<file path="config.mk">
export PLATFORM = sky130hd
export DESIGN_NAME = mem_port_arbiter_flat
export DESIGN_NICKNAME = d
export VERILOG_FILES = /design/src/rtl/mips_mem_pkg.sv /design/src/rtl/mem_port_arbiter_if.sv /design/src/rtl/mem_lat_counter.sv /design/src/rtl/mem_port_arbiter.sv /design/src/flat_wrapper.sv
export SDC_FILE = /design/constraint.sdc
export NUM_CORES = 1
export LEC_CHECK = 0
export ABC_CLOCK_PERIOD_IN_PS = 11410
export CAP_MARGIN = 20
export CORE_UTILIZATION = 35
export CTS_BUF_LIST = sky130_fd_sc_hd__clkbuf_4 sky130_fd_sc_hd__clkbuf_8
export CTS_CLUSTER_SIZE = 25
export DETAILED_ROUTE_END_ITERATION = 12
export HOLD_SLACK_MARGIN = 0.12
export PLACE_DENSITY = 0.69
export SLEW_MARGIN = 30
export SYNTH_ARGS = -nofsm -noshare
export SYNTH_HDL_FRONTEND = slang
export SYNTH_SLANG_ARGS = --single-unit
export TNS_END_PERCENT = 50
</file>
<file path="constraint.sdc">
create_clock -name clk -period 11.41 [get_ports clk]
set_input_delay 2.282 -clock clk [delete_from_list [all_inputs] [get_ports clk]]
set_output_delay 2.282 -clock clk [all_outputs]
set_load 0.005 [all_outputs]
</file>
<file path="src/rtl/mips_mem_pkg.sv">
// Shared definitions for the unified-memory port of the 64-bit MIPS core:
// FSM/owner encodings and default geometry.
package mips_mem_pkg;

  localparam int unsigned ADDR_W_DEF        = 32;
  localparam int unsigned DATA_W_DEF        = 64;
  localparam int unsigned MEM_LAT_DEF       = 2;
  localparam int unsigned DM_STREAK_MAX_DEF = 4;

  typedef enum logic [1:0] {
    ST_IDLE,
    ST_ISSUE,
    ST_WAIT,
    ST_RESP
  } arb_state_e;

  typedef enum logic [1:0] {
    OWN_NONE,
    OWN_IF,
    OWN_DM
  } owner_e;

  // Bits needed to hold values 0..n-1 (at least one bit).
  function automatic int unsigned cnt_w(input int unsigned n);
    return (n > 32'd1) ? 32'($clog2(n)) : 32'd1;
  endfunction

endpackage

</file>
<file path="src/rtl/mem_port_arbiter_if.sv">
// Requester handshakes (fetch and data) plus the memory port, bundled for the arbiter.
interface mem_port_arbiter_if
  import mips_mem_pkg::*;
#(
  parameter int unsigned ADDR_W = ADDR_W_DEF,
  parameter int unsigned DATA_W = DATA_W_DEF
) ();

  logic              if_req;
  logic [ADDR_W-1:0] if_addr;
  logic              if_ack;
  logic [DATA_W-1:0] if_rdata;

  logic              dm_req;
  logic              dm_we;
  logic [ADDR_W-1:0] dm_addr;
  logic [DATA_W-1:0] dm_wdata;
  logic              dm_ack;
  logic [DATA_W-1:0] dm_rdata;

  logic              mem_en;
  logic              mem_we;
  logic [ADDR_W-1:0] mem_addr;
  logic [DATA_W-1:0] mem_wdata;
  logic [DATA_W-1:0] mem_rdata;

  logic              busy;

  modport slave (
    input  if_req, if_addr, dm_req, dm_we, dm_addr, dm_wdata, mem_rdata,
    output if_ack, if_rdata, dm_ack, dm_rdata,
    output mem_en, mem_we, mem_addr, mem_wdata, busy
  );

  modport master (
    output if_req, if_addr, dm_req, dm_we, dm_addr, dm_wdata, mem_rdata,
    input  if_ack, if_rdata, dm_ack, dm_rdata,
    input  mem_en, mem_we, mem_addr, mem_wdata, busy
  );

endinterface

</file>
<file path="src/rtl/mem_lat_counter.sv">
// Loadable down-counter with a zero flag; times fixed-latency memory reads.
module mem_lat_counter #(
  parameter int unsigned CNT_W = 1
) (
  input  logic             clk,
  input  logic             rst,
  input  logic             i_load,
  input  logic [CNT_W-1:0] i_load_val,
  input  logic             i_dec,
  output logic             o_zero_c
);

  logic [CNT_W-1:0] r_count;

  // Load wins over decrement; decrement stops at zero.
  always_ff @(posedge clk or posedge rst) begin
    if (rst) begin
      r_count <= '0;
    end else if (i_load) begin
      r_count <= i_load_val;
    end else if (i_dec && (r_count != '0)) begin
      r_count <= r_count - CNT_W'(1);
    end
  end

  assign o_zero_c = (r_count == '0);

endmodule

</file>
<file path="src/rtl/mem_port_arbiter.sv">
// Arbitrates the single-port unified memory between instruction fetch and data
// access; data wins ties, a streak limit keeps fetch moving.
module mem_port_arbiter
  import mips_mem_pkg::*;
#(
  parameter int unsigned ADDR_W        = ADDR_W_DEF,
  parameter int unsigned DATA_W        = DATA_W_DEF,
  parameter int unsigned MEM_LAT       = MEM_LAT_DEF,
  parameter int unsigned DM_STREAK_MAX = DM_STREAK_MAX_DEF
) (
  input logic               clk,
  input logic               rst,
  mem_port_arbiter_if.slave bus
);

  localparam int unsigned LAT_W    = cnt_w(MEM_LAT);
  localparam int unsigned STREAK_W = cnt_w(DM_STREAK_MAX + 32'd1);

  arb_state_e          r_state;
  owner_e              r_owner;
  logic [STREAK_W-1:0] r_streak;

  logic              r_if_ack;
  logic              r_dm_ack;
  logic [DATA_W-1:0] r_if_rdata;
  logic [DATA_W-1:0] r_dm_rdata;
  logic              r_mem_en;
  logic              r_mem_we;
  logic [ADDR_W-1:0] r_mem_addr;
  logic [DATA_W-1:0] r_mem_wdata;
  logic              r_busy;

  logic w_streak_full;
  logic w_grant_dm;
  logic w_grant_if;
  logic w_lat_load;
  logic w_lat_dec;
  logic w_lat_zero;

  // Data wins unless it has already taken DM_STREAK_MAX grants over a waiting fetch.
  assign w_streak_full = (r_streak == STREAK_W'(DM_STREAK_MAX));
  assign w_grant_dm    = bus.dm_req && !(bus.if_req && w_streak_full);
  assign w_grant_if    = bus.if_req && !w_grant_dm;

  // r_mem_we is still the latched write flag during ISSUE.
  assign w_lat_load = (r_state == ST_ISSUE) && !r_mem_we;
  assign w_lat_dec  = (r_state == ST_WAIT);

  mem_lat_counter #(
    .CNT_W (LAT_W)
  ) u_lat_cnt (
    .clk        (clk),
    .rst        (rst),
    .i_load     (w_lat_load),
    .i_load_val (LAT_W'(MEM_LAT - 32'd1)),
    .i_dec      (w_lat_dec),
    .o_zero_c   (w_lat_zero)
  );

  always_ff @(posedge clk or posedge rst) begin
    if (rst) begin
      r_state     <= ST_IDLE;
      r_owner     <= OWN_NONE;
      r_streak    <= '0;
      r_if_ack    <= 1'b0;
      r_dm_ack    <= 1'b0;
      r_if_rdata  <= '0;
      r_dm_rdata  <= '0;
      r_mem_en    <= 1'b0;
      r_mem_we    <= 1'b0;
      r_mem_addr  <= '0;
      r_mem_wdata <= '0;
      r_busy      <= 1'b0;
    end else begin
      r_if_ack <= 1'b0;
      r_dm_ack <= 1'b0;
      case (r_state)
        ST_IDLE: begin
          if (w_grant_dm) begin
            r_state     <= ST_ISSUE;
            r_owner     <= OWN_DM;
            r_busy      <= 1'b1;
            r_mem_en    <= 1'b1;
            r_mem_we    <= bus.dm_we;
            r_mem_addr  <= bus.dm_addr;
            r_mem_wdata <= bus.dm_wdata;
            if (bus.if_req) begin
              r_streak <= w_streak_full ? r_streak : r_streak + STREAK_W'(1);
            end else begin
              r_streak <= '0;
            end
          end else if (w_grant_if) begin
            r_state    <= ST_ISSUE;
            r_owner    <= OWN_IF;
            r_busy     <= 1'b1;
            r_mem_en   <= 1'b1;
            r_mem_we   <= 1'b0;
            r_mem_addr <= bus.if_addr;
            r_streak   <= '0;
          end
        end
        ST_ISSUE: begin
          r_mem_en <= 1'b0;
          r_mem_we <= 1'b0;
          if (r_mem_we) begin
            r_state  <= ST_RESP;
            r_dm_ack <= (r_owner == OWN_DM);
            r_if_ack <= (r_owner == OWN_IF);
          end else begin
            r_state <= ST_WAIT;
          end
        end
        ST_WAIT: begin
          if (w_lat_zero) begin
            r_state <= ST_RESP;
            if (r_owner == OWN_DM) begin
              r_dm_rdata <= bus.mem_rdata;
              r_dm_ack   <= 1'b1;
            end else begin
              r_if_rdata <= bus.mem_rdata;
              r_if_ack   <= 1'b1;
            end
          end
        end
        ST_RESP: begin
          r_state <= ST_IDLE;
          r_owner <= OWN_NONE;
          r_busy  <= 1'b0;
        end
        default: begin
          r_state <= ST_IDLE;
          r_owner <= OWN_NONE;
          r_busy  <= 1'b0;
        end
      endcase
    end
  end

  assign bus.if_ack    = r_if_ack;
  assign bus.dm_ack    = r_dm_ack;
  assign bus.if_rdata  = r_if_rdata;
  assign bus.dm_rdata  = r_dm_rdata;
  assign bus.mem_en    = r_mem_en;
  assign bus.mem_we    = r_mem_we;
  assign bus.mem_addr  = r_mem_addr;
  assign bus.mem_wdata = r_mem_wdata;
  assign bus.busy      = r_busy;

endmodule

</file>
<file path="src/flat_wrapper.sv">
// flat-port wrapper written by rule: the top's interface ports become plain ports
module mem_port_arbiter_flat import mips_mem_pkg::*;
#(
  parameter int unsigned ADDR_W        = ADDR_W_DEF,
  parameter int unsigned DATA_W        = DATA_W_DEF,
  parameter int unsigned MEM_LAT       = MEM_LAT_DEF,
  parameter int unsigned DM_STREAK_MAX = DM_STREAK_MAX_DEF
)
  (clk, rst, bus_if_req, bus_if_addr, bus_dm_req, bus_dm_we, bus_dm_addr, bus_dm_wdata, bus_mem_rdata, bus_if_ack, bus_if_rdata, bus_dm_ack, bus_dm_rdata, bus_mem_en, bus_mem_we, bus_mem_addr, bus_mem_wdata, bus_busy);
  mem_port_arbiter_if #(.ADDR_W(ADDR_W), .DATA_W(DATA_W)) bus_i ();
  input logic clk;
  input logic rst;
  input wire logic [$bits(bus_i.if_req)-1:0] bus_if_req;
  input wire logic [$bits(bus_i.if_addr)-1:0] bus_if_addr;
  input wire logic [$bits(bus_i.dm_req)-1:0] bus_dm_req;
  input wire logic [$bits(bus_i.dm_we)-1:0] bus_dm_we;
  input wire logic [$bits(bus_i.dm_addr)-1:0] bus_dm_addr;
  input wire logic [$bits(bus_i.dm_wdata)-1:0] bus_dm_wdata;
  input wire logic [$bits(bus_i.mem_rdata)-1:0] bus_mem_rdata;
  output wire logic [$bits(bus_i.if_ack)-1:0] bus_if_ack;
  output wire logic [$bits(bus_i.if_rdata)-1:0] bus_if_rdata;
  output wire logic [$bits(bus_i.dm_ack)-1:0] bus_dm_ack;
  output wire logic [$bits(bus_i.dm_rdata)-1:0] bus_dm_rdata;
  output wire logic [$bits(bus_i.mem_en)-1:0] bus_mem_en;
  output wire logic [$bits(bus_i.mem_we)-1:0] bus_mem_we;
  output wire logic [$bits(bus_i.mem_addr)-1:0] bus_mem_addr;
  output wire logic [$bits(bus_i.mem_wdata)-1:0] bus_mem_wdata;
  output wire logic [$bits(bus_i.busy)-1:0] bus_busy;
  assign bus_i.if_req = bus_if_req;
  assign bus_i.if_addr = bus_if_addr;
  assign bus_i.dm_req = bus_dm_req;
  assign bus_i.dm_we = bus_dm_we;
  assign bus_i.dm_addr = bus_dm_addr;
  assign bus_i.dm_wdata = bus_dm_wdata;
  assign bus_i.mem_rdata = bus_mem_rdata;
  assign bus_if_ack = bus_i.if_ack;
  assign bus_if_rdata = bus_i.if_rdata;
  assign bus_dm_ack = bus_i.dm_ack;
  assign bus_dm_rdata = bus_i.dm_rdata;
  assign bus_mem_en = bus_i.mem_en;
  assign bus_mem_we = bus_i.mem_we;
  assign bus_mem_addr = bus_i.mem_addr;
  assign bus_mem_wdata = bus_i.mem_wdata;
  assign bus_busy = bus_i.busy;
  mem_port_arbiter #(.ADDR_W(ADDR_W), .DATA_W(DATA_W), .MEM_LAT(MEM_LAT), .DM_STREAK_MAX(DM_STREAK_MAX)) u_core (.clk(clk), .rst(rst), .bus(bus_i));
endmodule
</file>
# --- Word level (Yosys, flattened, before mapping) ---
# Cells that the tools add are included.
# Widths: inputs -> output; s select.
totals:
  reg_bits: 237
  word_cells: 77
  in_bits: 197
  output_inout_bits: 229
op_classes:
  bitwise: 2
  eq_ne: 9
  mux: 30
  n_reduce_logical: 21
  addsub: 2
ops:
  columns: ["op", "count"]
  rows:
  - ["$mux 32", 2]
  - ["$mux 1", 13]
  - ["$mux 3", 4]
  - ["$pmux 1 s2", 5]
  - ["$reduce_and 2->1", 5]
  - ["$reduce_and 3->1", 3]
  - ["$mux 2", 4]
  - ["$pmux 2 s4", 1]
  - ["$reduce_bool 2->1", 4]
  - ["$eq 2x2->1 const B", 3]
  - ["$logic_and 1x1->1", 5]
  - ["$eq 2x1->1 const B", 2]
  - ["$pmux 2 s2", 1]
  - ["$add 3x1->3 const B", 1]
  - ["$eq 3x3->1 const B", 1]
  - ["$logic_not 1->1", 3]
  - ["$ne 3x1->1 const B", 1]
  - ["$ne 3x3->1 const B", 1]
  - ["$logic_not 2->1", 1]
  - ["$ne 2x2->1 const B", 1]
  - ["$not 1->1", 2]
  - ["$sub 1x1->1 const B", 1]

# --- Logic depth before layout (Yosys ltp) ---
# Gate-level depths: netlist of run 1.
logic_depth:
  ltp_word: 9
  ltp_mapped: 8
  ltp_nobuf: 5

# --- Hierarchy ---
# Synthesis of run 1 repeated with hierarchy kept, for this count alone.
unflattened:
  cells_unflattened: 661
  hier_area_um2: 9480.3
by_module_without_submodules:
  columns: ["module", "area_per_inst_um2", "instances", "cells_per_inst", "seq_area_each_um2"]
  rows:
  - ["mem_port_arbiter", 9431.5, 1, 656, 5905.7]
  - ["mem_lat_counter", 48.8, 1, 5, 25.0]

# --- Worst setup path before layout of run 1 ---
# No wires, ideal clock.
synth_path:
  path_kind: "input to register"
  start: "in bus_if_req"
  end: "reg u_core.r_mem_wdata[10], in the netlist u_core.bus.mem_wdata[10]"
  arrival_time_ps: 3230
  required_time_ps: 11285
  path_stages: 6
  path_slack_ps: 8055
  setup_ps: 125
  path_buffers: 3
  cell_sequence: "buf_4 -> nand3_4 -> nand3_2 -> buf_6 -> buf_6 -> mux2_4"
synth_via:
  elab_chain_cells: 4
synth_rtl:
  columns: ["element", "line", "source"]
  rows:
  - ["start: declaration", "flat_wrapper.sv:13", "input wire logic [$bits(bus_i.if_req)-1:0] bus_if_req;"]
  - ["$logic_and 1x1->1", "mem_port_arbiter.sv:42", "assign w_grant_dm = bus.dm_req && !(bus.if_req && w_streak_full);"]
  - ["$logic_not 1->1", "mem_port_arbiter.sv:42", null]
  - ["$logic_and 1x1->1", "mem_port_arbiter.sv:42", null]
  - ["$reduce_and 2->1 (no line)", null, null]
  - ["end signal: assignment", "mem_port_arbiter.sv:86", "r_mem_wdata <= bus.dm_wdata;"]
  - ["end: declaration", "mem_port_arbiter.sv:30", "logic [DATA_W-1:0] r_mem_wdata;"]
# No other way between the ends.
# A chain may end at the register's enable or synchronous reset.

# --- Worst setup path in the final report of run 1 ---
layout_path:
  start: "in bus_if_req"
  end: "reg u_core.r_mem_wdata[58], in the netlist u_core.bus.mem_wdata[58]"
# The elaborated chain is that of the path after synthesis.

==> results.md, run 1 <==
- Setup WS pre-CTS: 6.59 ns
- Setup TNS: 0 ns
- Hpwl dp: 18400 um
- Reg2Reg Setup Slack: 8.97 ns
- Worst-margin pin slew: 0.955 ns
- TritonCTS Sinks: 237
- Area delta synth->final: 55.8%
- Hold_buf cts: 0
- Share of cells above drive strength 1: 25.3%
- CTS-repair resized insts: 0
- Max-cap violation count: 0
- Total routed wirelength: 26400 um
- Final hold slack: 0.490 ns
- CP endpoint kind: flop
- Static Leakage: 6.41 nW
- Final #Nets: 1296
- Starting Density: 35.7%
- Flops & latches, synth: 237
- Final Cell Area: 15000 um2
- Tmin final: 4.29 ns
- Ant. Diodes: 0
- Worst min-delay path category: flop to flop
- Number of setup buffers added after CTS: 0
- Post-Syn Nets: 862
- Total iterations of the first detailed-routing run: 5
- Post-synth EDFFs: 0
- Die area: 28200 um2
- Clk Latency, worst-skew pair: 0.52 ns
- I/O pin cnt: 426
- Setup ws final: 7.12 ns
- Status: finished clean
- Worst vdd ir: 0.122 mV
- Syn Inst Count: 658
- Overflow after GRT: 0
- Synth async-reset ratio: 100%
- Initial antenna violation count: 0
- Largest net degree at the start of global routing: 105
- Via Count: 6999
- Crit Path Class: input port to flop
- Most common cell after layout, fill and taps aside: clkdlybuf4s50_1
- Antenna violation net count after detailed routing: 0
- Vias/cell: 4.79
- Relative slew slack: 36.3%
- Critical Path Fanout Max: 66
- CP arrival: 4.69 ns
- Netlist area before placement: 9650 um2
- PwrDens: 271 nW/um2
- Routability Congestion: 0.824
- Die Width: 168 um
- Avg Cell Area, Syn: 14.7 um2
- Part of the cycle the worst path needs: 37.6%
- Yosys warnings: 0
- First-pass GRT wire length: 41300 um
- Setup Skew: 0.00883 ns
- Startpoint types: input port
- Multi-input gate area: 3400 um2
- H-tree depth: 2
- Non-Filler Instances: 1462
- FF+latch area: 5930 um2
- Final hold viol count: 0
- Post-route DRC: 0
- CTS buffer count: 42
- Most frequent cells in the layout: clkdlybuf4s50_1, dfrtp_1, mux2_2, nand2_1, clkbuf_8
- Placed cells: 1389
- Netlist cell types: 36
- Vias in the first global route: 7375
- RSZ-0062 raised after global routing: false
- Slew Viols, Final: 0
- Hold depth: 2
- Final Setup Violations: 0
- Register area share after synthesis: 61.4%
- Port bufs: 425
- # rows: 60
- Reg clk slew, reported paths: 0.06 ns
- Die height: 168 um
- Worst-case reg-to-reg path depth: 6
- Wire length per cell: 18.0 um
- TritonCTS clock tree: yes
- Ys flop type: dfrtp_1
- Filler cells: 2285
- Initial DRC Count: 222
- Max Fclk: 233 MHz
- Core area: 27000 um2
- Placed cell area: 14100 um2
- Root Driver: clkbuf_8
- CTS max path bufs: 3
- Required @ worst endpoint: 11.81 ns
- Global Route Usage Sum: 18.6%
## critical path, stage by stage
cell and delay [ns]:
clkdlybuf4s50_1 0.70, nand3_4 0.41, nand3_4 0.22, buf_6 0.59
mux2_2 0.41
## flip-flops by register name, indices dropped and copies added (netlist names)
name,flops
u_core.bus.dm_rdata,64
u_core.bus.dm_ack,1
u_core.r_owner,2
u_core.r_streak,3
u_core.bus.if_ack,1
u_core.bus.mem_we,1
u_core.bus.mem_wdata,64
u_core.bus.mem_en,1
u_core.u_lat_cnt.r_count,1
u_core.bus.mem_addr,32
u_core.bus.busy,1
u_core.r_state,2
u_core.bus.if_rdata,64
## Yosys cell counts (2+ instances only)
cell	count	area [um2]
buf_4	7	52.6
mux2_2	154	1730
buf_2	12	60.1
o21ai_0	5	25.0
nand4_1	32	200
nand2_1	71	267
inv_1	7	26.3
buf_6	15	169
o21a_1	2	15.0
o211ai_1	32	240
dfrtp_1	237	5930
o22ai_1	5	31.3
o41ai_1	2	17.5
clkbuf_1	10	37.5
nand3_1	2	10.0
ha_1	7	87.6
nor2_1	2	7.51
mux2_4	38	571
## power by group
part / internal (W) / total (W) / switching, W
clock: 0.000488 / 0.000826 / 0.000338
sequential: 0.00126 / 0.00147 / 0.000217
combinational: 0.00117 / 0.00177 / 0.000597
total: 0.00292 / 0.00407 / 0.00115
## routing by layer
layer | vias to the layer above | track usage [%] | share of wire, %
met5 | - | 0 | 0
met4 | 0 | 6.17 | 2.6
met3 | 52 | 6.77 | 9.7
met2 | 314 | 32.3 | 50
met1 | 3420 | 21.1 | 38
li1 | 3213 | - | -
## path summary, 6_finish.rpt
kind                                         from                        to
setup / recovery                       bus_if_req  u_core.bus.mem_wdata[58]
hold / removal             u_core.bus.mem_addr[5]    u_core.bus.mem_addr[5]
setup reg to reg               u_core.r_streak[0]  u_core.bus.mem_wdata[58]
hold reg to reg            u_core.bus.mem_addr[5]    u_core.bus.mem_addr[5]
max in group asynchronous                     rst   u_core.bus.dm_rdata[22]
min in group asynchronous                     rst  u_core.bus.mem_wdata[45]
## through the flow
stage               util (%)  power (W)
floorplan                  -    0.00223
global placement        52.3    0.00324
detailed placement      52.3    0.00328
global route            55.7    0.00432
CTS                     55.6    0.00413
finish                  55.7    0.00407
## cell families after synthesis
family                   share of synthesized area (%)
adder cells (fa/ha/maj)                          0.907
AO/OA/AOI/OAI                                     3.98
multiplexers                                      24.0
AND/OR/NAND/NOR                                   6.07
buffers and inverters                             3.62
flip-flops                                        61.4
## final cells by class
cell class                 instances  share of cell area, %
clock buffer                      69                   5.90
clock inverter                     4                  0.150
inverter                           7                  0.225
multi-input combinational        369                   22.6
sequential                       237                   39.4
tap                              341                   2.84
timing repair buffer             435                   28.8
(Power assumes the default switching activity.)
==> inputs of run 2 (changes only) <==
--- a/config.mk
+++ b/config.mk
@@ -5,7 +5,7 @@
 export SDC_FILE = /design/constraint.sdc
 export NUM_CORES = 1
 export LEC_CHECK = 0
-export ABC_CLOCK_PERIOD_IN_PS = 11410
+export ABC_CLOCK_PERIOD_IN_PS = 4100
 export CAP_MARGIN = 20
 export CORE_UTILIZATION = 35
 export CTS_BUF_LIST = sky130_fd_sc_hd__clkbuf_4 sky130_fd_sc_hd__clkbuf_8
==> constraint.sdc (replaced) <==
create_clock -name clk -period 4.1 [get_ports clk]
set_input_delay 0.82 -clock clk [delete_from_list [all_inputs] [get_ports clk]]
set_output_delay 0.82 -clock clk [all_outputs]
set_load 0.005 [all_outputs]
==> results.md, run 2 (synthesis results as in run 1) <==
- Tmin final: 2.57 ns
- Antenna violation net count after detailed routing: 0
- Worst vdd ir: 0.338 mV
- Setup TNS: 0 ns
- Crit Path Class: input port to flop
- Final #Nets: 1303
- CP arrival: 2.97 ns
- Reg clk slew, reported paths: 0.06 ns
- Slowest cell on the critical path: clkdlybuf4s50_1
- Net switching fraction of the power: 28.4%
- Internal power component: 0.00813 W
- Filler cells: 2308
- Fin util: 55.9%
- CTS buffer count: 43
- Share of cells above drive strength 1: 25.9%
- Static Leakage: 6.45 nW
- Required @ worst endpoint: 4.50 ns
- Most common cell after layout, fill and taps aside: clkdlybuf4s50_1
- PwrDens: 751 nW/um2
- H-tree depth: 2
- Part of the cycle the worst path needs: 62.6%
- Max-cap violation count: 0
- Startpoint types: input port
- Post-route DRC: 0
- Initial antenna violation count: 0
- Worst-margin pin slew: 0.811 ns
- RSZ-0062 raised after global routing: false
- # rows: 60
- Sequential power share: 36.4%
- Pwr Total: 0.0114 W
- Die Width: 168 um
- CP endpoint kind: flop
- Overflow after GRT: 0
- CP top delay family: buffers and inverters
- CTS max path bufs: 3
- Total iterations of the first detailed-routing run: 4
- Switching power: 0.00322 W
- Final hold viol count: 0
- Number of setup buffers added after CTS: 0
- Critical path's largest stage delay: 1.00 ns
- Initial DRC Count: 229
- Setup WS pre-CTS: 1.01 ns
- Max Fclk: 389 MHz
- Vias/cell: 4.83
- Wire length per cell: 18.5 um
- TritonCTS Sinks: 237
- Crit path cell chain: clkdlybuf4s50_1 > nand3_4 > buf_12 > mux2_4
- First-pass GRT wire length: 41700 um
- Global Route Usage Sum: 18.9%
- Setup ws final: 1.53 ns
- Area delta synth->final: 56.6%
- Status: finished clean
- Crit path buf inv count: 2
- Core area: 27000 um2
- Largest net degree at the start of global routing: 89
- Critical Path Fanout Max: 51
- Setup Skew: 0.0119 ns
- Final Setup Violations: 0
- Logic gate share of total power: 43.6%
- Relative slew slack: 45.7%
- Most frequent cells in the layout: clkdlybuf4s50_1, dfrtp_1, mux2_2, nand2_1, clkbuf_8
- Clk Latency, worst-skew pair: 0.52 ns
- I/O pin cnt: 426
- Via Count: 7096
- Worst min-delay path category: flop to flop
- FF+latch area: 5930 um2
- Hpwl dp: 19400 um
- Routability Congestion: 0.766
- TritonCTS clock tree: yes
- Total routed wirelength: 27200 um
- Ant. Diodes: 0
- Root Driver: clkbuf_8
- Port bufs: 425
- Clk pwr share: 20.0%
- Starting Density: 35.7%
- CTS-repair resized insts: 0
- Die area: 28200 um2
- Vias in the first global route: 7301
- Multi-input gate area: 3400 um2
- Slew Viols, Final: 0
- Hold_buf cts: 0
- Die height: 168 um
==> run 2: changes by cell type in the layout (fill, tap and decap cells not counted), sizes merged <==
cell | previous run | this run
clkbuf | 69 | 71
clkinv | 3 | 4
buf | 10 | 16
inv | 7 | 6
==> run 2: worst paths after layout <==
| kind | slack, ns | end | cells past startpoint | startpoint |
|---|---|---|---|---|
| max | 1.53 | u_core.bus.mem_wdata[8] | 4 | bus_dm_req |
| min | 0.50 | u_core.bus.mem_addr[13] | 2 | u_core.bus.mem_addr[13] |
| max reg2reg | 1.59 | u_core.bus.mem_addr[17] | 7 | u_core.r_state[0] |
| min reg2reg | 0.50 | u_core.bus.mem_addr[13] | 2 | u_core.bus.mem_addr[13] |
| max in group asynchronous | 2.82 | u_core.bus.if_rdata[59] | 3 | rst |
| min in group asynchronous | 0.86 | u_core.bus.dm_rdata[34] | 3 | rst |
==> run 2: layout make-up <==
cell class | instances | share of cell area, %
Clock buffer | 71 | 5.80
Clock inverter | 4 | 0.132
Sequential cell | 237 | 39.2
Tap cell | 341 | 2.82
Timing Repair Buffer | 441 | 29.3
Multi-Input combinational cell | 369 | 22.5
Inverter | 7 | 0.199
==> run 2: through the flow <==
stage               cell area (um2)  hold WS, ns  instances
CTS                           15100        0.500       1470
global placement              14200        0.479       1395
detailed placement            14200        0.486       1395
finish                        15100        0.496       1470
global route                  15100        0.515       1470
floorplan                      9660        0.487        658
==> run 2: layer usage <==
metal | GRT usage (%) | routed length (um) | vias to the layer above
li1 | - | - | 3236
met1 | 21.1 | 10200 | 3496
met2 | 34.2 | 14000 | 318
met3 | 6.56 | 2490 | 46
met4 | 5.18 | 518 | 0
met5 | 0 | 0 | -
==> run 2: power groups by stage <==
stage / combinational (W) / sequential (W) / clock (W)
finish: 0.00495 / 0.00413 / 0.00227
global route: 0.00529 / 0.00427 / 0.00246
CTS: 0.00503 / 0.00414 / 0.00236
detailed placement: 0.00502 / 0.00415 / 0
global placement: 0.00494 / 0.00412 / 0
floorplan: 0.00202 / 0.00418 / 0
==> run 2: worst reg2reg max path: cells and delay by family, from the launching register on <==
kind	cells	cell delay, ns
fa+ha+maj	1	0.50
compound gates	2	0.62
simple gates	1	0.09
flops	1	0.40
buf+inv	3	0.81
